<file path="src/rtl/mod_pkg.sv">
// mod_pkg: shared state type and default parameters for the tick serializer
package mod_pkg;
    typedef enum logic [2:0] {IDLE, PRE, DATA, PAR, TAIL} ser_state_t;
    localparam int DEF_DATA_W = 8;
    localparam int DEF_PRE_LEN = 4;
    localparam logic [7:0] DEF_PRE_PAT = 8'b0000_1010;
    localparam logic DEF_IDLE_LVL = 1'b0;
endpackage

</file>
<file path="src/rtl/parity_gen.sv">
// parity_gen: combinational even parity (XOR of all bits) over W bits
//   data in  W  word to cover
//   par  out 1  1 when data holds an odd number of ones
module parity_gen #(
    parameter int W = 8
) (
    input  logic [W-1:0] data,
    output logic         par
);
    assign par = ^data;
endmodule

</file>
<file path="src/rtl/tick_serializer.sv">
// tick_serializer: frames a parallel word as preamble, data MSB first, even parity, one bit per tick
//   clk        in   system clock
//   rst_n      in   synchronous active-low reset
//   tick       in   bit-rate enable
//   in_data    in   payload word
//   in_valid   in   payload valid
//   in_ready   out  high in IDLE
//   tx_bit     out  registered serial bit
//   tx_active  out  registered, high while frame bits are on tx_bit
//   frame_done out  registered one-clk pulse after the parity bit period
module tick_serializer
    import mod_pkg::*;
#(
    parameter int         DATA_W   = DEF_DATA_W,
    parameter int         PRE_LEN  = DEF_PRE_LEN,
    parameter logic [7:0] PRE_PAT  = DEF_PRE_PAT,
    parameter logic       IDLE_LVL = DEF_IDLE_LVL
) (
    input  logic              clk,
    input  logic              rst_n,
    input  logic              tick,
    input  logic [DATA_W-1:0] in_data,
    input  logic              in_valid,
    output logic              in_ready,
    output logic              tx_bit,
    output logic              tx_active,
    output logic              frame_done
);
    localparam int CW = $clog2(PRE_LEN > DATA_W ? PRE_LEN : DATA_W) + 1;
    ser_state_t        state;
    logic [CW-1:0]     cnt;
    logic [DATA_W-1:0] shreg;
    logic              par_q;
    logic              in_par;
    parity_gen #(.W(DATA_W)) u_par (.data(in_data), .par(in_par));
    assign in_ready = state == IDLE;
    always_ff @(posedge clk) begin
        if (!rst_n) begin
            state      <= IDLE;
            cnt        <= '0;
            shreg      <= '0;
            par_q      <= 1'b0;
            tx_bit     <= IDLE_LVL;
            tx_active  <= 1'b0;
            frame_done <= 1'b0;
        end else begin
            frame_done <= 1'b0;
            case (state)
                // a tick in the accept cycle is deliberately not acted on
                IDLE: if (in_valid) begin
                    shreg <= in_data;
                    par_q <= in_par;
                    cnt   <= '0;
                    state <= PRE;
                end
                PRE: if (tick) begin
                    tx_bit    <= PRE_PAT[3'(PRE_LEN - 1 - int'(cnt))];
                    tx_active <= 1'b1;
                    cnt       <= cnt == CW'(PRE_LEN - 1) ? '0 : cnt + CW'(1);
                    state     <= cnt == CW'(PRE_LEN - 1) ? DATA : PRE;
                end
                DATA: if (tick) begin
                    tx_bit <= shreg[DATA_W-1];
                    shreg  <= {shreg[DATA_W-2:0], 1'b0};
                    cnt    <= cnt == CW'(DATA_W - 1) ? '0 : cnt + CW'(1);
                    state  <= cnt == CW'(DATA_W - 1) ? PAR : DATA;
                end
                PAR: if (tick) begin
                    tx_bit <= par_q;
                    state  <= TAIL;
                end
                TAIL: if (tick) begin
                    tx_bit     <= IDLE_LVL;
                    tx_active  <= 1'b0;
                    frame_done <= 1'b1;
                    state      <= IDLE;
                end
                default: state <= IDLE;
            endcase
        end
    end
endmodule

</file>
<file path="config.mk">
export PLATFORM = sky130hd
export DESIGN_NAME = tick_serializer
export DESIGN_NICKNAME = d
export VERILOG_FILES = /design/src/rtl/mod_pkg.sv /design/src/rtl/parity_gen.sv /design/src/rtl/tick_serializer.sv
export SDC_FILE = /design/constraint.sdc
export NUM_CORES = 1
export LEC_CHECK = 0
export ABC_CLOCK_PERIOD_IN_PS = 1950
export BUFFER_PORTS_ARGS = -buffer_cell sky130_fd_sc_hd__buf_2
export CAP_MARGIN = 5
export CORE_UTILIZATION = 56
export DETAILED_ROUTE_END_ITERATION = 12
export HOLD_SLACK_MARGIN = 0.02
export PLACE_DENSITY = 0.89
export SYNTH_ARGS = -nofsm -noshare
export SYNTH_HDL_FRONTEND = slang
export SYNTH_SLANG_ARGS = --single-unit
</file>
<file path="constraint.sdc">
create_clock -name clk -period 1.95 [get_ports clk]
set_clock_uncertainty 0.15 [all_clocks]
set_input_delay 0.195 -clock clk [delete_from_list [all_inputs] [get_ports clk]]
set_output_delay 0.195 -clock clk [all_outputs]
set_load 0.02 [all_outputs]
</file>
## Word-level counts from Yosys, hierarchy flattened

Memories as Yosys holds them, arrays and structs flattened.
Cells that the tools add are included.

| storage, ports and cells | value |
|---|---|
| memories | 1 |
| output and inout port bits | 4 |
| memory bits (read-only) | 8 |
| register bits | 19 |
| bits in latches | 0 |
| memory bits (writable) | 0 |

Memory list:

| name | words | width | rd ports | clocked after memory_dff | write ports | line | source |
|---|---|---|---|---|---|---|---|
| (no name shown) | 8 | 1 | 1 | 0 | 0 | tick_serializer.sv:57 | `tx_bit <= PRE_PAT[3'(PRE_LEN - 1 - int'(cnt))];` |

| cells by class | value |
|---|---|
| order comparisons | 1 |
| shift-type cells | 0 |
| bitwise operators | 0 |
| divide/modulo/power cells | 0 |
| multiply operators | 0 |
| mux-type cells | 27 |
| reductions and logical operators | 13 |
| equal/unequal tests | 11 |
| add/subtract/negate cells | 2 |

Operators by type and width:

| kind | number |
|---|---|
| $mux W4 | 5 |
| $mux W8 | 2 |
| $pmux W8 S2 | 1 |
| $mux W3 | 5 |
| $pmux W3 S5 | 1 |
| $pmux W4 S3 | 1 |
| $ne A2 B2 Y1 const B | 5 |
| $reduce_and A5 Y1 | 2 |
| $mux W1 | 9 |
| $reduce_xor A8 Y1 | 1 |
| $eq A3 B2 Y1 const B | 2 |
| $reduce_and A3 Y1 | 2 |
| $lt A3 B5 Y1 const B | 1 |
| $add A4 B1 Y4 const B | 1 |
| $eq A4 B2 Y1 const B | 1 |
| $eq A4 B3 Y1 const B | 1 |
| $pmux W1 S4 | 1 |
| $reduce_and A2 Y1 | 2 |
| $reduce_and A4 Y1 | 1 |
| $reduce_bool A2 Y1 | 2 |
| $reduce_bool A4 Y1 | 1 |
| $eq A3 B1 Y1 const B | 1 |
| $eq A3 B3 Y1 const B | 1 |
| $logic_not A3 Y1 | 1 |
| other kinds (4) | 4 |

## Depth between registers and ports, before layout

| depth | value |
|---|---|
| depth after elaboration | 6 |
| gate-level depth with buffers | 6 |
| mapped depth without buffers | 5 |

## Hierarchy

From an unflattened synthesis, not the netlist that was laid out.

| unflattened totals | value |
|---|---|
| cell total of the unflattened synthesis | 132 |
| area, all modules | 1,139.8 µm² |

By module, submodules not included:

| module | area each (µm²) | cells an instance | seq. area each (µm²) | instances |
|---|---|---|---|---|
| tick_serializer | 1,078.5 | 125 | 380.4 | 1 |
| parity_gen | 61.3 | 7 | 0.0 | 1 |

## Worst setup path after synthesis

Ideal clock, no wire load.

| path | value |
|---|---|
| kind | reg2reg |
| start | reg state[2] |
| end | reg tx_bit |
| path buffers | 1 |
| path slack | 0.234 ns |
| library setup time | 0.137 ns |
| cell stages (with the launch flop) | 6 |
| data arrival time | 1.429 ns |
| cells stage by stage | dfxtp_1 -> buf_2 -> nor3_1 -> and3b_1 -> nor2_1 -> a211oi_1 |

| between the ends | value |
|---|---|
| word-level cells in the longest chain between the ends | 3 |

Ends and longest elaborated chain:

| item | line | source |
|---|---|---|
| start, declared | tick_serializer.sv:30 | `ser_state_t state;` |
| start signal, assigned | tick_serializer.sv:60 | `state <= cnt == CW'(PRE_LEN - 1) ? DATA : PRE;` |
| start signal, assigned | tick_serializer.sv:66 | `state <= cnt == CW'(DATA_W - 1) ? PAR : DATA;` |
| $eq A3 B3 Y1 (tied with other cells) | tick_serializer.sv:48 | `case (state)` |
| $reduce_bool A4 Y1 (no line) / $ne A2 B2 Y1 (equally long branches) | - |  |
| $reduce_and A5 Y1 (no line) | - |  |
| end signal, assigned | tick_serializer.sv:57 |  |
| end signal, assigned | tick_serializer.sv:63 | `tx_bit <= shreg[DATA_W-1];` |
| end signal, assigned | tick_serializer.sv:69 | `tx_bit <= par_q;` |
| end, declared | tick_serializer.sv:25 | `output logic tx_bit,` |

Several ways; a longest one is shown, not always the timed one.
A chain may end at the register's enable or synchronous reset.

## Final worst setup path

| path | value |
|---|---|
| start | reg state[1] |
| end | out in_ready |

| between the ends | value |
|---|---|
| word-level cells in the longest chain between the ends | 1 |

Ends and longest elaborated chain:

| item | line | source |
|---|---|---|
| $logic_not A3 Y1 | tick_serializer.sv:36 | `assign in_ready = state == IDLE;` |
| end, declared | tick_serializer.sv:24 | `output logic in_ready,` |

No other way between the ends.

==> metrics.md <==
| Metric | Value |
|---|---|
| Final min period | 1750 ps |
| Crit end category | output port |
| Final setup fails | 0 |
| Post-route setup TNS | 0 ps |
| Worst skew pair latency | 310 ps |
| Multi-input logic area | 691 sq um |
| Status | completed |
| Synth top area share | 32.8% |
| Fin. Hold Viols | 0 |
| Via count | 974 |
| Top_reg_cell synth | dfxtp_1 |
| Reg power frac | between 50% and 60% |
| HPWL Detailed | 1.68 mm |
| Initial antenna violation count | 0 |
| Syn_nets | 137 |
| Remaining global-route overflow | 0 |
| Clk sink count | 19 |
| Worst slew pin tran | 593 ps |
| Via count of the first global-routing pass | 857 |
| Final Power | 786 uW |
| YS warnings | 0 |
| Resize count post-CTS | 0 |
| Register area share after synthesis | about a third |
| Max incr delay on CP | 350 ps |
| Switch share | 29.0% |
| Reg area | 380 sq um |
| CTS tree | yes |
| Die area | 2250 sq um |
| DIE WIDTH | 47.5 microns |
| Routed wire length | 2.40 mm |
| Largest net degree at the start of global routing | 16 |
| Worst path cell trace | buf_4, nor3_1, buf_2 |
| WP data arrival | 1400 ps |
| Syn_area_per_cell | 9.34 sq um |
| RSZ-0062 raised after global routing | no |
| Worst path bufs/invs | 2 |
| # DRC | 0 |
| Async SR Flop Fraction | 0% |
| Tot GR Track Use | 23.5% |
| CTS Buf Count | 3 |
| CP Max Fanout | 15 |
| Startpoint Class | flip-flop |
| Reg clk slew, reported paths | 120 ps |
| Gpl congestion | 0.781 |
| Post-layout util | 63.6% |
| Non-Filler Instances | around 170 |
| Core area | 1960 sq um |
| Synth cell types | 42 |
| Routed len/inst | ~15 microns |
| Io pins | 16 |
| Critical path class | flip-flop to output port |
| Cell taking the most area after synthesis | dfxtp_1 |
| Final worst path period share | 89.5% |
| Hold_ws | 80.3 ps |
| Mapped Area | 1160 sq um |
| Worst min-delay path class | primary input to flip-flop |
| Gate power share | 19.3% |
| Slew Viols, Final | 0 |
| Peak Freq | 0.573 GHz |
| Worst path slowest cell | dfxtp_1 |
| Post-synth EDFFs | 0 |
| 1st-pass router iterations | 4 |
| Layout cell share with drive strength beyond 1 | 24.6% |
| Synth Instances | 124 |
| Nets | approximately 150 |
| # diodes | 0 |
| Row Count | 16 |
| Remaining antenna violation count | 0 |
| CP required | 1600 ps |
| Placed instance count | 159 |
| Post-CTS Setup Repair Bufs | 0 |
| Vias per cell | 5.90 |
| Rel. slew slack | 60.3% |
| First-pass GRT wire length | 3.67 mm |
| R2r setup slk | 220 ps |
| H-tree depth | 1 |
| Die Y | 47.5 microns |
| Leakage | between 0.4 and 0.5 nW |
| Net Sw Power | approximately 230 uW |
| Clock power share | 26.2% |
| FILL cells | 169 |
| P_int | 558 uW |
| Initial Util | 59.1% |
| Area contributors post-synth | dfxtp_1 (33%), mux2i_1 (6.9%), xnor2_1 (6.0%) |
| Initial drt markers | 49 |
| Max clock buf depth | 2 |
| Maxcap violations | 0 |
| Delay-heaviest family, CP | buffers and inverters |
| Peak supply drop | 443 uV |
| Power Density | 629 nW/um^2 |
| Register bit count reported by yosys | 19 |
| P&R area growth vs syn | 7.78% |
| Port bufs | 15 |
| Clock root buffer | clkbuf_4 |
-- routing by layer --
metal | GRT usage, % | part of all wire, % | vias to the layer above
met2 | 38.4 | 49 | 42
li1 | - | - | 472
met4 | 6.29 | 1.3 | 0
met1 | 29.3 | 44 | 453
met5 | 0 | 0 | -
met3 | 8.68 | 6.4 | 7
-- through the flow --
step	area [sq um]	setup WS, ps
4_1_cts	1250	205
3_5_place_dp	1200	266
6_report	1250	204
3_3_place_gp	1200	332
5_1_grt	1250	100
2_1_floorplan	1160	234
-- cells in the mapped netlist, drive strengths merged (3+ instances only) --
cell,number
nand2,3
xnor2,9
dfxtp,19
buf,7
nor2,13
inv,4
nor4,3
a211oi,9
mux2i,9
o21ai,9
nand4,3
a21oi,9
nor2b,4
-- repair_timing --
item | 4_1_cts | 5_1_grt
endpoints found under the hold margin | 2 | 0
hold buffers | 2 | 0
setup endpoints to repair | 0 | 0
-- power by group through the flow --
stage	sequential [mW]	clock (mW)	combinational, mW
2_1_floorplan	0.433	0	0.112
3_3_place_gp	0.435	0	0.137
3_5_place_dp	0.436	0	0.145
4_1_cts	0.428	0.209	0.150
5_1_grt	0.431	0.228	0.165
6_report	0.429	0.206	0.151
-- worst min-delay path, cell delays in order --
cell	delay (ps)
buf_2	110
mux2i_1	120
a211oi_1	80
-- state kept, by name, indices dropped and copies added (netlist names) --
| signal | cells |
|---|---|
| frame_done | 1 |
| par_q | 1 |
| tx_bit | 1 |
| cnt | 4 |
| state | 3 |
| shreg | 8 |
| tx_active | 1 |
-- layout by cell type (no fill, tap or decap), types with 5 or more instances in the layout --
cell type and instances:
a211oi_2 5, o21ai_0 5, xnor2_1 8, a21oi_1 9, mux2i_1 8, dfxtp_1 19, nor2_1 13, buf_2 15
-- final cells by class --
cell class,instances,share of cell area (%)
inverter,4,1.20
sequential,19,30.5
tap,27,2.71
multi-input combinational,93,55.3
clock buffer,4,2.10
timing repair buffer,18,8.22
-- worst paths after layout --
kind / start / end / cells past startpoint
max: state[1] / in_ready / 3
min: in_data[2] / shreg[2] / 3
max reg2reg: state[0] / cnt[2] / 4
min reg2reg: shreg[0] / shreg[0] / 2
-- cells by family after synthesis --
kind of cell             share of synthesized area (%)
adder cells (fa/ha/maj)                           1.08
buffers and inverters                             7.56
XOR/XNOR                                          7.45
multiplexers                                      9.07
AO/OA/AOI/OAI                                     21.8
AND/OR/NAND/NOR                                   20.2
flip-flops                                        32.8
No activity file was read; power rests on OpenSTA's default activity.
